===== src/rtl/axi_lite_regfile.sv =====
// rtl/axi_lite_regfile.sv - AXI4-Lite slave CSR register file with RO status and protection checks
module axi_lite_regfile #(
   parameter int                    ADDR_WIDTH = 32,
   parameter int                    DATA_WIDTH = 32,
   parameter int                    NUM_REGS   = 8,
   parameter logic [NUM_REGS-1:0]   RO_MASK    = '0,
   parameter bit                    PRIV_ONLY  = 1'b0,
   parameter logic [DATA_WIDTH-1:0] RESET_VAL  = '0
) (
   input  logic                           aclk,
   input  logic                           aresetn,
   input  logic [ADDR_WIDTH-1:0]          awaddr,
   input  logic                           awvalid,
   output logic                           awready,
   input  logic [2:0]                     awprot,
   input  logic [DATA_WIDTH-1:0]          wdata,
   input  logic [DATA_WIDTH/8-1:0]        wstrb,
   input  logic                           wvalid,
   output logic                           wready,
   output logic [1:0]                     bresp,
   output logic                           bvalid,
   input  logic                           bready,
   input  logic [ADDR_WIDTH-1:0]          araddr,
   input  logic                           arvalid,
   output logic                           arready,
   input  logic [2:0]                     arprot,
   output logic [DATA_WIDTH-1:0]          rdata,
   output logic [1:0]                     rresp,
   output logic                           rvalid,
   input  logic                           rready,
   output logic [NUM_REGS*DATA_WIDTH-1:0] reg_q,
   output logic [NUM_REGS-1:0]            wr_pulse,
   input  logic [NUM_REGS*DATA_WIDTH-1:0] hw_status
);

   localparam int         LANES  = DATA_WIDTH / 8;
   localparam int         LSB    = $clog2(LANES);
   localparam int         IDX_W  = (NUM_REGS > 1) ? $clog2(NUM_REGS) : 1;
   localparam logic [1:0] OKAY   = 2'b00;
   localparam logic [1:0] SLVERR = 2'b10;

   // register storage; RO entries stay at zero so their reg_q slices read 0
   logic [DATA_WIDTH-1:0]   regs [NUM_REGS];

   // write-side holding buffers
   logic                    aw_held;
   logic [ADDR_WIDTH-1:0]   aw_addr_q;
   logic [2:0]              aw_prot_q;
   logic                    w_held;
   logic [DATA_WIDTH-1:0]   w_data_q;
   logic [LANES-1:0]        w_strb_q;

   // decode of the held write address and of the live read address
   logic [ADDR_WIDTH-1:0]   aw_word;
   logic [ADDR_WIDTH-1:0]   ar_word;
   logic [IDX_W-1:0]        aw_idx;
   logic [IDX_W-1:0]        ar_idx;
   logic                    aw_in_range;
   logic                    ar_in_range;
   logic                    w_ok;
   logic                    r_ok;
   logic                    commit;
   logic [DATA_WIDTH-1:0]   merged;
   logic [DATA_WIDTH-1:0]   rd_val;

   assign awready = !aw_held && !bvalid;
   assign wready  = !w_held && !bvalid;
   assign arready = !rvalid;

   assign aw_word     = aw_addr_q >> LSB;
   assign ar_word     = araddr >> LSB;
   assign aw_idx      = aw_word[IDX_W-1:0];
   assign ar_idx      = ar_word[IDX_W-1:0];
   assign aw_in_range = aw_word < ADDR_WIDTH'(NUM_REGS);
   assign ar_in_range = ar_word < ADDR_WIDTH'(NUM_REGS);

   // a write fails on bad index, RO target or missing privilege; a read only on the latter two-but-one
   assign w_ok   = aw_in_range && !RO_MASK[aw_idx] && !(PRIV_ONLY && !aw_prot_q[0]);
   assign r_ok   = ar_in_range && !(PRIV_ONLY && !arprot[0]);
   assign commit = aw_held && w_held && !bvalid;

   // byte-lane merge of the held write data into the current register value
   always_comb begin
      merged = regs[aw_idx];
      for (int b = 0; b < LANES; b++) begin
         if (w_strb_q[b]) merged[b*8 +: 8] = w_data_q[b*8 +: 8];
      end
   end

   // read source selection: RO registers come straight from hardware status
   always_comb begin
      rd_val = '0;
      if (r_ok) begin
         if (RO_MASK[ar_idx]) rd_val = hw_status[ar_idx*DATA_WIDTH +: DATA_WIDTH];
         else                 rd_val = regs[ar_idx];
      end
   end

   // write path: AW/W capture, commit into the register array, B response
   always_ff @(posedge aclk) begin
      if (!aresetn) begin
         aw_held   <= 1'b0;
         aw_addr_q <= '0;
         aw_prot_q <= '0;
         w_held    <= 1'b0;
         w_data_q  <= '0;
         w_strb_q  <= '0;
         bvalid    <= 1'b0;
         bresp     <= OKAY;
         wr_pulse  <= '0;
         for (int i = 0; i < NUM_REGS; i++) begin
            regs[i] <= RO_MASK[i] ? '0 : RESET_VAL;
         end
      end else begin
         wr_pulse <= '0;
         if (awvalid && awready) begin
            aw_held   <= 1'b1;
            aw_addr_q <= awaddr;
            aw_prot_q <= awprot;
         end
         if (wvalid && wready) begin
            w_held   <= 1'b1;
            w_data_q <= wdata;
            w_strb_q <= wstrb;
         end
         if (bvalid && bready) bvalid <= 1'b0;
         if (commit) begin
            aw_held <= 1'b0;
            w_held  <= 1'b0;
            bvalid  <= 1'b1;
            bresp   <= w_ok ? OKAY : SLVERR;
            if (w_ok) begin
               regs[aw_idx]     <= merged;
               wr_pulse[aw_idx] <= 1'b1;
            end
         end
      end
   end

   // read path: single outstanding read, response held until accepted
   always_ff @(posedge aclk) begin
      if (!aresetn) begin
         rvalid <= 1'b0;
         rdata  <= '0;
         rresp  <= OKAY;
      end else begin
         if (rvalid && rready) rvalid <= 1'b0;
         if (arvalid && arready) begin
            rvalid <= 1'b1;
            rdata  <= rd_val;
            rresp  <= r_ok ? OKAY : SLVERR;
         end
      end
   end

   genvar gi;
   for (gi = 0; gi < NUM_REGS; gi++) begin : g_regq
      assign reg_q[gi*DATA_WIDTH +: DATA_WIDTH] = regs[gi];
   end

endmodule


===== config.mk =====
export PLATFORM = sky130hd
export DESIGN_NAME = axi_lite_regfile
export DESIGN_NICKNAME = d
export VERILOG_FILES = /design/src/rtl/axi_lite_regfile.sv
export SDC_FILE = /design/constraint.sdc
export NUM_CORES = 1
export LEC_CHECK = 0
export BUFFER_PORTS_ARGS = -buffer_cell sky130_fd_sc_hd__buf_2
export CAP_MARGIN = 20
export CORE_AREA = 4 4 260 262
export DETAILED_ROUTE_END_ITERATION = 12
export DIE_AREA = 0 0 264 266
export PLACE_DENSITY = 0.56
export SLEW_MARGIN = 20
export SYNTH_ARGS = -nofsm -noshare
export SYNTH_HDL_FRONTEND = slang
export SYNTH_SLANG_ARGS = --single-unit

===== constraint.sdc =====
create_clock -name aclk -period 3.1 [get_ports aclk]
set_input_delay 0.62 -clock aclk [delete_from_list [all_inputs] [get_ports aclk]]
set_output_delay 0.62 -clock aclk [all_outputs]
set_load 0.02 [all_outputs]

After elaboration in Yosys (flattened, before gate mapping) --
Memory sizes are Yosys's and may differ from the RTL's. A register that Yosys moved wholly into a read port is not among the register bits. Cells that the tools add are included.
Word-level totals: register bits after elaboration 116, RAM bits 256, bits in read-only memories 16, output and inout bits 305, logic and storage cells 76, memories kept 3
Operators by class: $lt $le $gt $ge 5, equal/unequal tests 4, shifts and indexed selects 1, multiplexer cells 26, bitwise gates (word level) 1, reductions and logical operators 25
Memories:
- regs | words 8, bits a word 32, read ports 9, clocked after memory_dff 0, write ports 8, line 43 | logic [DATA_WIDTH-1:0] regs [NUM_REGS];
- (name not given) | words 8, bits a word 1, read ports 1, clocked after memory_dff 0, write ports 0, line 94 | if (RO_MASK[ar_idx]) rd_val = hw_status[ar_idx*DATA_WIDTH +: DATA_WIDTH];
- (name not given) | words 8, bits a word 1, read ports 1, clocked after memory_dff 1, write ports 0, line 78 | assign w_ok = aw_in_range && !RO_MASK[aw_idx] && !(PRIV_ONLY && !aw_prot_q[0]);
Operator list (count):
- 256-bit by 9-bit indexed part select with 32-bit output | 1
- 32-bit 2-to-1 mux | 3
- 30-bit by 4-bit < comparator with 1-bit output (second input constant) | 2
- 8-bit 2-to-1 mux | 4
- 32-bit OR reduction | 1
- 1-bit 2-to-1 mux | 12
- 1-bit logical AND | 11
- 3-bit 2-to-1 mux | 3
- 3-bit by 4-bit < comparator with 1-bit output (second input constant) | 2
- 2-bit AND reduction | 4
- 1-bit logical NOT | 5
- 2-bit 2-to-1 mux | 2
- 4-bit 2-to-1 mux | 1
- 1-bit != test (second input constant) | 4
- 2-bit nonzero test | 2
- 1-bit demux with 3-bit select | 1
- 3-bit by 1-bit >= comparator with 1-bit output (second input constant) | 1
- 3-bit AND reduction | 1
- 2-bit OR reduction | 1
- 1-bit inverter | 1

Logic depth before layout (Yosys ltp) --
depth in word-level cells 11, mapped depth 8

Worst setup path before layout --
OpenSTA, ideal clock, no wires.
kind input to register, from input port aresetn, to memory regs[2][24], enable pin, setup time 0.384 ns, data arrival time 2.160 ns, required time 2.716 ns, setup slack 0.556 ns, stages 5, buffers on the path 2, cells stage by stage clkbuf_1 -> and2_1 -> nand4_1 -> clkbuf_1 -> o21ai_0
RTL lines:
- from (decl) | line 11 | input logic aresetn,
- to (decl) | line 43

==> metrics <==
status=finished, final reports clean; largest family of logic cells by synthesized area=simple AND/OR/NAND/NOR gates; multi-input combinational cell area=0.00597 mm²; final instance area=0.0210 mm²; met2 Use GR=26.0%; Post-Route Utilization=32.2%; total negative slack=0 ps; Filler Cell Count=6,655; mux share of post-synthesis cell area=10.6%; switching share of power=25.4%; GR Util All Layers=16.1%; Hold Path Origin=awaddr[30]; Post-synth EDFFs=256; Seq/Total Area, Yosys=59.8%; Syn Inst Count=1,270; Tmin final=2640 ps; drt drc=0; Routability Congestion=0.857; clk root buf=clkbuf_16; Max-cap violations=0; 1st-pass router iterations=5; Syn Area/Cell=13.1 µm²; P per Cell Area=565 mW/mm²; core area=0.0654 mm²; PortBufs=405; Hold EP=aw_addr_q[30]; Initial Utilization=25.4%; first-pass GRT wire length=85.4 mm; P_int=0.00887 W; reg2reg setup slack=460 ps; hold_buf cts=0; Area after DPL=0.0196 mm²; post-synthesis compound-gate area fraction=5.63%; CTS buffer count=43; Detail Route Antenna Nets=0; XOR/XNOR Fraction of Synth Area=0%; Site Rows=94; Startpoint Class=flop; busiest grt layer=met2; initial antenna violation count=3; Netlist cell types=33; Layout area overhead=26.8%; switching power total=0.00301 W; fin crit share=85.1%; CP max FO=10; CTS max path bufs=3; Peak Freq=379 MHz; Async S/R FF share, synth=0%; Crit path required time=3350 ps; final HPWL from detailed placement=43.4 mm; final setup vio count=0; layout cells sized above 1=36.5%; Reg power frac=47.2%; Leak Pwr=8.43 nW; IO Count=674; post-CTS sizing=0; DRT iter0 DRCs=1,028; critical path class=flop to flop; Post-CTS Setup Bufs=0; commonest non-fill, non-tap cell in the layout=buf_2; skew final=16.8 ps; RSZ-0062 raised after global routing=false; Combinational Power Share=9.3%; Fin. Hold Viols=0; Worst setup EP type=flop; worst r2r src=aw_addr_q[12]; Syn Std Cell Area=0.0166 mm²; Die Span Y=266 µm; most frequent cells in the layout=buf_2, edfxtp_1, and4_1; max-slew violations=0; die area=0.0702 mm²; Main synth FF type=edfxtp_1; clock slew at reported path FFs=60 ps; hold path depth=3; R2R depth=6; sequential cell area=0.00993 mm²; synth warn=0; CTS tree=done; post-synthesis adder-cell area fraction=0%; Worst Hold Class=primary input to flop; post-DR vias/cell=4.93; number of synthesized register bits=368; Avg WL per Cell=23.2 µm; worst slew pin tran=1040 ps; FF-to-FF End=regs[4][25]; M1 GR Usage=21.4%; number of nets in the layout=2,023; Synth Area in Simple Gates=19.4%; via count=12,600; Rel. slew slack=30.7%; vias in the first global route=12,600; largest net degree at the start of global routing=136; Worst-Skew Late Latency=560 ps; WL final=59.1 mm; VDD IR max=0.364 mV; met3 usage=4.74%; H-tree depth=2; Worst EP arrival=2890 ps; Die W=264 µm; GR Overflow Total=0; clock share of power=43.5%; # clock sinks=368
cells in the mapped netlist (2+ instances only):
| library cell | number | area [µm²] |
|---|---|---|
| edfxtp_1 | 256 | 7690 |
| buf_8 | 10 | 150 |
| buf_4 | 9 | 67.6 |
| o21ai_0 | 32 | 160 |
| buf_2 | 4 | 20.0 |
| mux4_2 | 64 | 1440 |
| nand4_1 | 6 | 37.5 |
| dfxtp_1 | 112 | 2240 |
| o31ai_1 | 32 | 240 |
| buf_6 | 8 | 90.1 |
| and3_1 | 6 | 37.5 |
| and4_1 | 201 | 1760 |
| nand2b_1 | 6 | 37.5 |
| nor2_1 | 67 | 251 |
| o211a_1 | 2 | 20.0 |
| and2_1 | 39 | 244 |
| mux2i_1 | 32 | 320 |
| nor2b_1 | 8 | 50.1 |
| nand2_1 | 187 | 702 |
| a21boi_0 | 66 | 495 |
| clkbuf_1 | 91 | 342 |
| nor4_1 | 12 | 75.1 |
| buf_1 | 6 | 22.5 |
| nor3_1 | 2 | 10.0 |
| clkbuf_2 | 4 | 20.0 |
how the worst max path moves through the flow:
stage / start / end / slack, ps / cells after the start
2_1_floorplan: aresetn / regs[2][24] / 560 / 5
3_3_place_gp: aw_addr_q[12] / regs[4][11] / 520 / 6
3_5_place_dp: aw_addr_q[12] / regs[5][0] / 530 / 6
4_1_cts: aw_addr_q[12] / regs[5][5] / 450 / 6
5_1_grt: aw_addr_q[12] / regs[4][25] / 270 / 6
6_report: aw_addr_q[12] / regs[4][25] / 460 / 6
critical path, stage by stage (launching register included):
cell and delay, ps:
dfxtp_1 310, nor4_1 400, and4_1 420, nand4_1 430, buf_4 350, o21ai_0 180
buf_4 220
area by class of cell:
cell class                 instances  area share [%]
clock inverter                    18           0.875
sequential                       368            47.2
antenna                            2          0.0238
inverter                           1          0.0178
multi-input combinational        769            28.4
timing repair buffer             471            12.4
tap                              864            5.14
clock buffer                      60            5.91
power by group through the flow:
stage                     sequential, W  clock (W)  combinational (W)
after floorplan                 0.00578          0           0.000502
after global placement          0.00570          0            0.00111
after detailed placement        0.00571          0            0.00112
after CTS                       0.00561    0.00529            0.00112
after global routing            0.00563    0.00548            0.00119
final                           0.00561    0.00517            0.00111
per-layer routing:
metal  up-vias  part of all wire, %
met4         0                  2.3
met5         -                    0
met1      6194                   43
li1       5650                    -
met2       652                   45
met3        79                  9.2
through the flow:
stage	hold WS [ps]	total power (W)	worst slack, ps	instances
detailed placement	458	0.00683	528	2473
global placement	455	0.00681	517	2473
global route	284	0.0123	268	2551
CTS	267	0.0120	447	2551
floorplan	443	0.00629	556	1271
finish	315	0.0119	461	2553
state kept, by name (all words and copies together) (netlist names), 4 cells and up:
register / cells
aw_addr_q: 30
rdata: 32
regs: 256
w_data_q: 32
w_strb_q: 4
wr_pulse: 8
kinds of logic after synthesis:
group	Yosys count
simple gates	537
flops	368
compound gates	134
buf+inv	134
mux	96
other cells	1
(Power assumes the default switching activity.)
